### src/rtl/muldiv_sequencer.sv
// Sequential signed 32x32 multiplier (radix-2 Booth) and divider (non-restoring).
// One iteration per cycle; MUL and non-zero DIV take 34 edges from accept to done.
module muldiv_sequencer (
  input  logic        clk,
  input  logic        reset,
  input  logic        start,
  input  logic        op,
  input  logic [31:0] rA,
  input  logic [31:0] rB,
  output logic        busy,
  output logic        done,
  output logic [31:0] hi,
  output logic [31:0] lo,
  output logic        div_zero
);

  typedef enum logic [1:0] {S_IDLE, S_LOAD, S_RUN, S_FINISH} state_t;

  state_t      state_q, state_d;
  logic [4:0]  cnt_q, cnt_d;
  logic        op_q, op_d;
  logic [31:0] a_q, a_d;
  logic [31:0] b_q, b_d;
  logic [63:0] acc_q, acc_d;
  logic [32:0] booth_q, booth_d;
  logic [33:0] rem_q, rem_d;
  logic [31:0] quo_q, quo_d;
  logic [31:0] dvsr_q, dvsr_d;
  logic        q_neg_q, q_neg_d;
  logic        r_neg_q, r_neg_d;
  logic        dz_q, dz_d;
  logic [31:0] hi_q, hi_d;
  logic [31:0] lo_q, lo_d;
  logic        done_q, done_d;
  logic        div_zero_q, div_zero_d;

  logic [63:0] mcand_ext;
  logic [31:0] a_mag, b_mag;
  logic [33:0] rem_shl, rem_nxt;
  logic [31:0] rem_fix, quo_sgn, rem_sgn;

  assign mcand_ext = {{32{a_q[31]}}, a_q};
  assign a_mag     = a_q[31] ? 32'(-a_q) : a_q;
  assign b_mag     = b_q[31] ? 32'(-b_q) : b_q;

  // Non-restoring step: subtract when the partial remainder is non-negative, else add back.
  assign rem_shl = {rem_q[32:0], quo_q[31]};
  assign rem_nxt = rem_q[33] ? (rem_shl + {2'b00, dvsr_q}) : (rem_shl - {2'b00, dvsr_q});

  // Final correction only needs the low 32 bits: the corrected remainder lies in [0, divisor).
  assign rem_fix = rem_q[31:0] + (rem_q[33] ? dvsr_q : 32'd0);
  assign rem_sgn = r_neg_q ? 32'(-rem_fix) : rem_fix;
  assign quo_sgn = q_neg_q ? 32'(-quo_q) : quo_q;

  always_comb begin
    state_d    = state_q;
    cnt_d      = cnt_q;
    op_d       = op_q;
    a_d        = a_q;
    b_d        = b_q;
    acc_d      = acc_q;
    booth_d    = booth_q;
    rem_d      = rem_q;
    quo_d      = quo_q;
    dvsr_d     = dvsr_q;
    q_neg_d    = q_neg_q;
    r_neg_d    = r_neg_q;
    dz_d       = dz_q;
    hi_d       = hi_q;
    lo_d       = lo_q;
    done_d     = 1'b0;
    div_zero_d = div_zero_q;

    case (state_q)
      S_IDLE: begin
        if (start) begin
          state_d    = S_LOAD;
          op_d       = op;
          a_d        = rA;
          b_d        = rB;
          div_zero_d = 1'b0;
        end
      end

      S_LOAD: begin
        cnt_d = 5'd0;
        if (!op_q) begin
          acc_d   = 64'd0;
          booth_d = {b_q, 1'b0};
          dz_d    = 1'b0;
          state_d = S_RUN;
        end else begin
          rem_d   = 34'd0;
          quo_d   = a_mag;
          dvsr_d  = b_mag;
          q_neg_d = a_q[31] ^ b_q[31];
          r_neg_d = a_q[31];
          dz_d    = (b_q == 32'd0);
          state_d = (b_q == 32'd0) ? S_FINISH : S_RUN;
        end
      end

      S_RUN: begin
        cnt_d = cnt_q + 5'd1;
        if (!op_q) begin
          case (booth_q[1:0])
            2'b01:   acc_d = acc_q + (mcand_ext << cnt_q);
            2'b10:   acc_d = acc_q - (mcand_ext << cnt_q);
            default: acc_d = acc_q;
          endcase
          booth_d = {booth_q[32], booth_q[32:1]};
        end else begin
          rem_d = rem_nxt;
          quo_d = {quo_q[30:0], ~rem_nxt[33]};
        end
        if (cnt_q == 5'd31) state_d = S_FINISH;
      end

      S_FINISH: begin
        state_d = S_IDLE;
        done_d  = 1'b1;
        if (!op_q) begin
          hi_d = acc_q[63:32];
          lo_d = acc_q[31:0];
        end else if (dz_q) begin
          hi_d       = a_q;
          lo_d       = 32'hFFFF_FFFF;
          div_zero_d = 1'b1;
        end else begin
          hi_d = rem_sgn;
          lo_d = quo_sgn;
        end
      end

      default: state_d = S_IDLE;
    endcase
  end

  always_ff @(posedge clk) begin
    if (!reset) begin
      state_q    <= S_IDLE;
      cnt_q      <= 5'd0;
      op_q       <= 1'b0;
      a_q        <= 32'd0;
      b_q        <= 32'd0;
      acc_q      <= 64'd0;
      booth_q    <= 33'd0;
      rem_q      <= 34'd0;
      quo_q      <= 32'd0;
      dvsr_q     <= 32'd0;
      q_neg_q    <= 1'b0;
      r_neg_q    <= 1'b0;
      dz_q       <= 1'b0;
      hi_q       <= 32'd0;
      lo_q       <= 32'd0;
      done_q     <= 1'b0;
      div_zero_q <= 1'b0;
    end else begin
      state_q    <= state_d;
      cnt_q      <= cnt_d;
      op_q       <= op_d;
      a_q        <= a_d;
      b_q        <= b_d;
      acc_q      <= acc_d;
      booth_q    <= booth_d;
      rem_q      <= rem_d;
      quo_q      <= quo_d;
      dvsr_q     <= dvsr_d;
      q_neg_q    <= q_neg_d;
      r_neg_q    <= r_neg_d;
      dz_q       <= dz_d;
      hi_q       <= hi_d;
      lo_q       <= lo_d;
      done_q     <= done_d;
      div_zero_q <= div_zero_d;
    end
  end

  assign busy     = (state_q != S_IDLE);
  assign done     = done_q;
  assign hi       = hi_q;
  assign lo       = lo_q;
  assign div_zero = div_zero_q;

endmodule

### config.mk
export PLATFORM = sky130hd
export DESIGN_NAME = muldiv_sequencer
export DESIGN_NICKNAME = d
export VERILOG_FILES = /design/src/rtl/muldiv_sequencer.sv
export SDC_FILE = /design/constraint.sdc
export NUM_CORES = 1
export LEC_CHECK = 0
export BUFFER_PORTS_ARGS = -buffer_cell sky130_fd_sc_hd__buf_2
export CAP_MARGIN = 10
export CORE_MARGIN = 5
export CORE_UTILIZATION = 50
export DETAILED_ROUTE_END_ITERATION = 10
export PLACE_DENSITY = 0.71
export SYNTH_ARGS = -nofsm -noshare
export SYNTH_HDL_FRONTEND = slang
export SYNTH_SLANG_ARGS = --single-unit
export TNS_END_PERCENT = 20
### constraint.sdc
create_clock -name clk -period 15.2 [get_ports clk]
set_clock_uncertainty 0.05 [all_clocks]
set_input_delay 3.04 -clock clk [delete_from_list [all_inputs] [get_ports clk]]
set_output_delay 3.04 -clock clk [all_outputs]
set_load 0.02 [all_outputs]
==> metrics.txt <==
Tot GR Track Use=0.3086; VDD IR max=167.3 uV; Top delay family on crit path=simple AND/OR/NAND/NOR gates; slew at the pin with the worst max-slew slack=1.177 ns; RePlAce Congestion=0.9997; core area=60020 um2; Hold Buf Count CTS=0; Clock Path Buffers=3; Port Buffers=about 130; Boundary Pins=135; Commonest cells post-synth=566 x nand2_1, 336 x dfxtp_1, 237 x o21ai_0; relative slew slack=0.2156; Critical Path Max Stage Delay=0.73 ns; crit path kind=reg -> reg; Die W=255.5 um; Pre-antenna DRT Iters=6; WP buf/inv=2; syn_area_per_cell=approximately 7.7 um2; vias per inst=6.408; Worst Path Required=between 15 and 20 ns; crit path cell chain=buf_4, mux4_1, mux4_2, a21oi_2, nor3b_4, nand4b_4, nor4_4, nand2_1, inv_1, nand2_1, o21ai_0, xnor2_1, ha_1, nand4_1, nor2_1, nand4b_1, o22a_1, a2111oi_0, o31a_2, a2111o_1, a22oi_2, or4_1, nand3_1; Synth Flop Type=dfxtp_1; PD cells=~160 nW/um2; Post-synth EDFFs=0; most common cell in the netlist=nand2_1; clk slew on worst S/H paths=about 0.070 ns; row count=90; Switch Pwr=~0.0025 W; critical path depth=23; Via Count=between 20000 and 30000; Util after Layout=0.5380; final worst setup slack=7.551 ns; Worst Path Max Fanout=44; YS warnings=0; Total Die Area=around 65000 um2; clock root buffer=clkbuf_16; vias in the first global route=27094; Cell Area, Synth=between 30000 and 40000 um2; Mapped Cells=a little under 4000; Switching Share=0.4865; Yosys top cell by area=dfxtp_1; Synth top area share=0.2231; Overflow after GRT=0; sequential-to-total area share from yosys stat=0.2231; post-cts sizing count=0; CP Capture Type=register; Final HPWL DP=a little over 80 mm; final setup fails=0; leakage power total=13.57 nW; count of final hold-check violations=0; Hold Path Depth=1; Die H=255.5 um; synthesized net count=slightly above 4000; Synth area leaders=dfxtp_1 22%, nand2_1 7.0%, ha_1 5.8%, xor2_1 4.4%, xnor2_1 4.1%; nets=4028; post-CTS setup buffers=0; Reg power frac=0.235; Initial DRC Count=2686; Crit path arrival time=just over 8 ns; number of max-cap violations=0; dpl ws=7.749 ns; Period minus WS final=between 7 and 8 ns; initial antenna violation count=3; RSZ-0062 raised after global routing=false; clock sinks=336; Slew Limit Fails=0; Comb pwr share=0.563; Hold Crit Class=reg -> reg; pin count of the biggest net entering global routing=116; total wire length=between 100 and 150 mm; Clock power frac=0.202; Netlist cell types=around 110; Worst Reg2Reg Path Length in Cells=23; CTS tree=built; H-tree depth=2; ys async rst share=0; DRC violations left=0; Setup crit start kind=register; worst skew pair latency=0.60 ns; first-pass GRT wire length=around 160 mm; outcome=completed; Yosys reg bits=~340; Final period util=0.5032; f_max=130.7 MHz; Crit path top cell by count=nand2_1; Critical-path top delay cell=mux4_1; share of cells above drive strength 1=0.1016; Pwr Total=between 0.005 and 0.006 W; antenna-violating nets left=0; Avg WL per Cell=23.26 um; setup tns final=0 ns; Cell Int Power=0.002653 W; TritonCTS Buffers=41; area grow syn2layout=7.106%; Initial Util=0.5023
[cell usage in the layout, fill, tap and decap left out, types with 33 or more instances in the layout]
master       n
a21boi_0   136
a21o_1      77
a21oi_1    225
a22oi_1     49
a31oi_1     53
and2_1      61
buf_2      133
buf_4       43
clkbuf_16   41
dfxtp_1    329
ha_1       137
inv_1       86
mux2i_1    108
mux4_2      45
nand2_1    565
nand2b_1    69
nand3_1     73
nand4_1     34
nor2_1     222
nor2b_1     85
nor3_1      48
o211a_1     74
o211ai_1    40
o21ai_0    237
o221ai_1    36
o31ai_1     57
or3_1       33
xnor2_1    141
xor2_1     150
[sequential cells by signal, summed over array words and instances, names as in the netlist]
| register | count |
|---|---|
| b_q | 32 |
| hi | 32 |
| r_neg_q | 1 |
| op_q | 1 |
| div_zero | 1 |
| done | 1 |
| acc_q | 64 |
| a_q | 32 |
| cnt_q | 5 |
| dz_q | 1 |
| lo | 32 |
| quo_q | 32 |
| rem_q | 34 |
| state_q | 2 |
| booth_q | 33 |
| q_neg_q | 1 |
| dvsr_q | 32 |
[final timing paths]
check | slack, ns | from | endpoint
max | 7.55 | cnt_q[1]$_SDFFE_PN0P_ | acc_q[63]$_SDFFE_PN0P_
min | 0.42 | hi[10]$_SDFFE_PN0P_ | hi[10]$_SDFFE_PN0P_
max reg2reg | 7.55 | cnt_q[1]$_SDFFE_PN0P_ | acc_q[63]$_SDFFE_PN0P_
min reg2reg | 0.42 | hi[10]$_SDFFE_PN0P_ | hi[10]$_SDFFE_PN0P_
[stage by stage]
stage / hold WS, ns / area [um2] / cells
global route: 0.4384 / 32290 / 4632
CTS: 0.4260 / 32290 / 4632
finish: 0.4232 / 32290 / 4633
detailed placement: 0.4119 / 30860 / 4557
floorplan: 0.3956 / 30150 / 3891
global placement: 0.4073 / 30860 / 4557
[power groups by stage]
stage	Combinational [W]	Sequential [W]	Clock, W
global route	0.00315	0.00122	0.00109
CTS	0.00287	0.00120	0.00106
finish	0.00291	0.00121	0.00105
global placement	0.00283	0.00122	0
detailed placement	0.00285	0.00122	0
floorplan	0.00214	0.00112	0
[metal layers]
layer,share of wire,routed length (um),GRT usage
met1,0.41,43750,0.3996
met2,0.46,49330,0.5052
met3,0.074,8008,0.04094
met4,0.062,6688,0.1609
met5,0.00012,13,0
[worst register-to-register path, stage by stage (launching register included)]
cell	delay, ns
dfxtp_4	0.67
buf_4	0.58
mux4_1	0.75
mux4_2	0.53
a21oi_2	0.25
nor3b_4	0.30
nand4b_4	0.18
nor4_4	0.42
nand2_1	0.15
inv_1	0.10
nand2_1	0.07
o21ai_0	0.20
xnor2_1	0.10
ha_1	0.44
nand4_1	0.30
nor2_1	0.28
nand4b_1	0.13
o22a_1	0.24
a2111oi_0	0.72
o31a_2	0.35
a2111o_1	0.19
a22oi_2	0.06
or4_1	0.40
nand3_1	0.09
[final cells by class]
type                       instances  area, um2
antenna                            1      2.502
clock buffer                      58       1170
clock inverter                    17      259.0
fill                            5805      27730
inverter                          92      345.3
multi-input combinational       3170      21790
sequential                       336       6745
tap                              782      978.4
timing repair buffer             177       1002
[kinds of logic after synthesis]
group                    after synthesis  synth area share
multiplexers                         185           0.08342
buffers and inverters                385           0.05599
adder cells (fa/ha/maj)              142           0.05968
XOR/XNOR                             291           0.08454
AO/OA/AOI/OAI                       1222            0.2809
flip-flops                           336            0.2231
AND/OR/NAND/NOR                     1330            0.2124
Note: power is estimated with default switching activity, not from simulation.
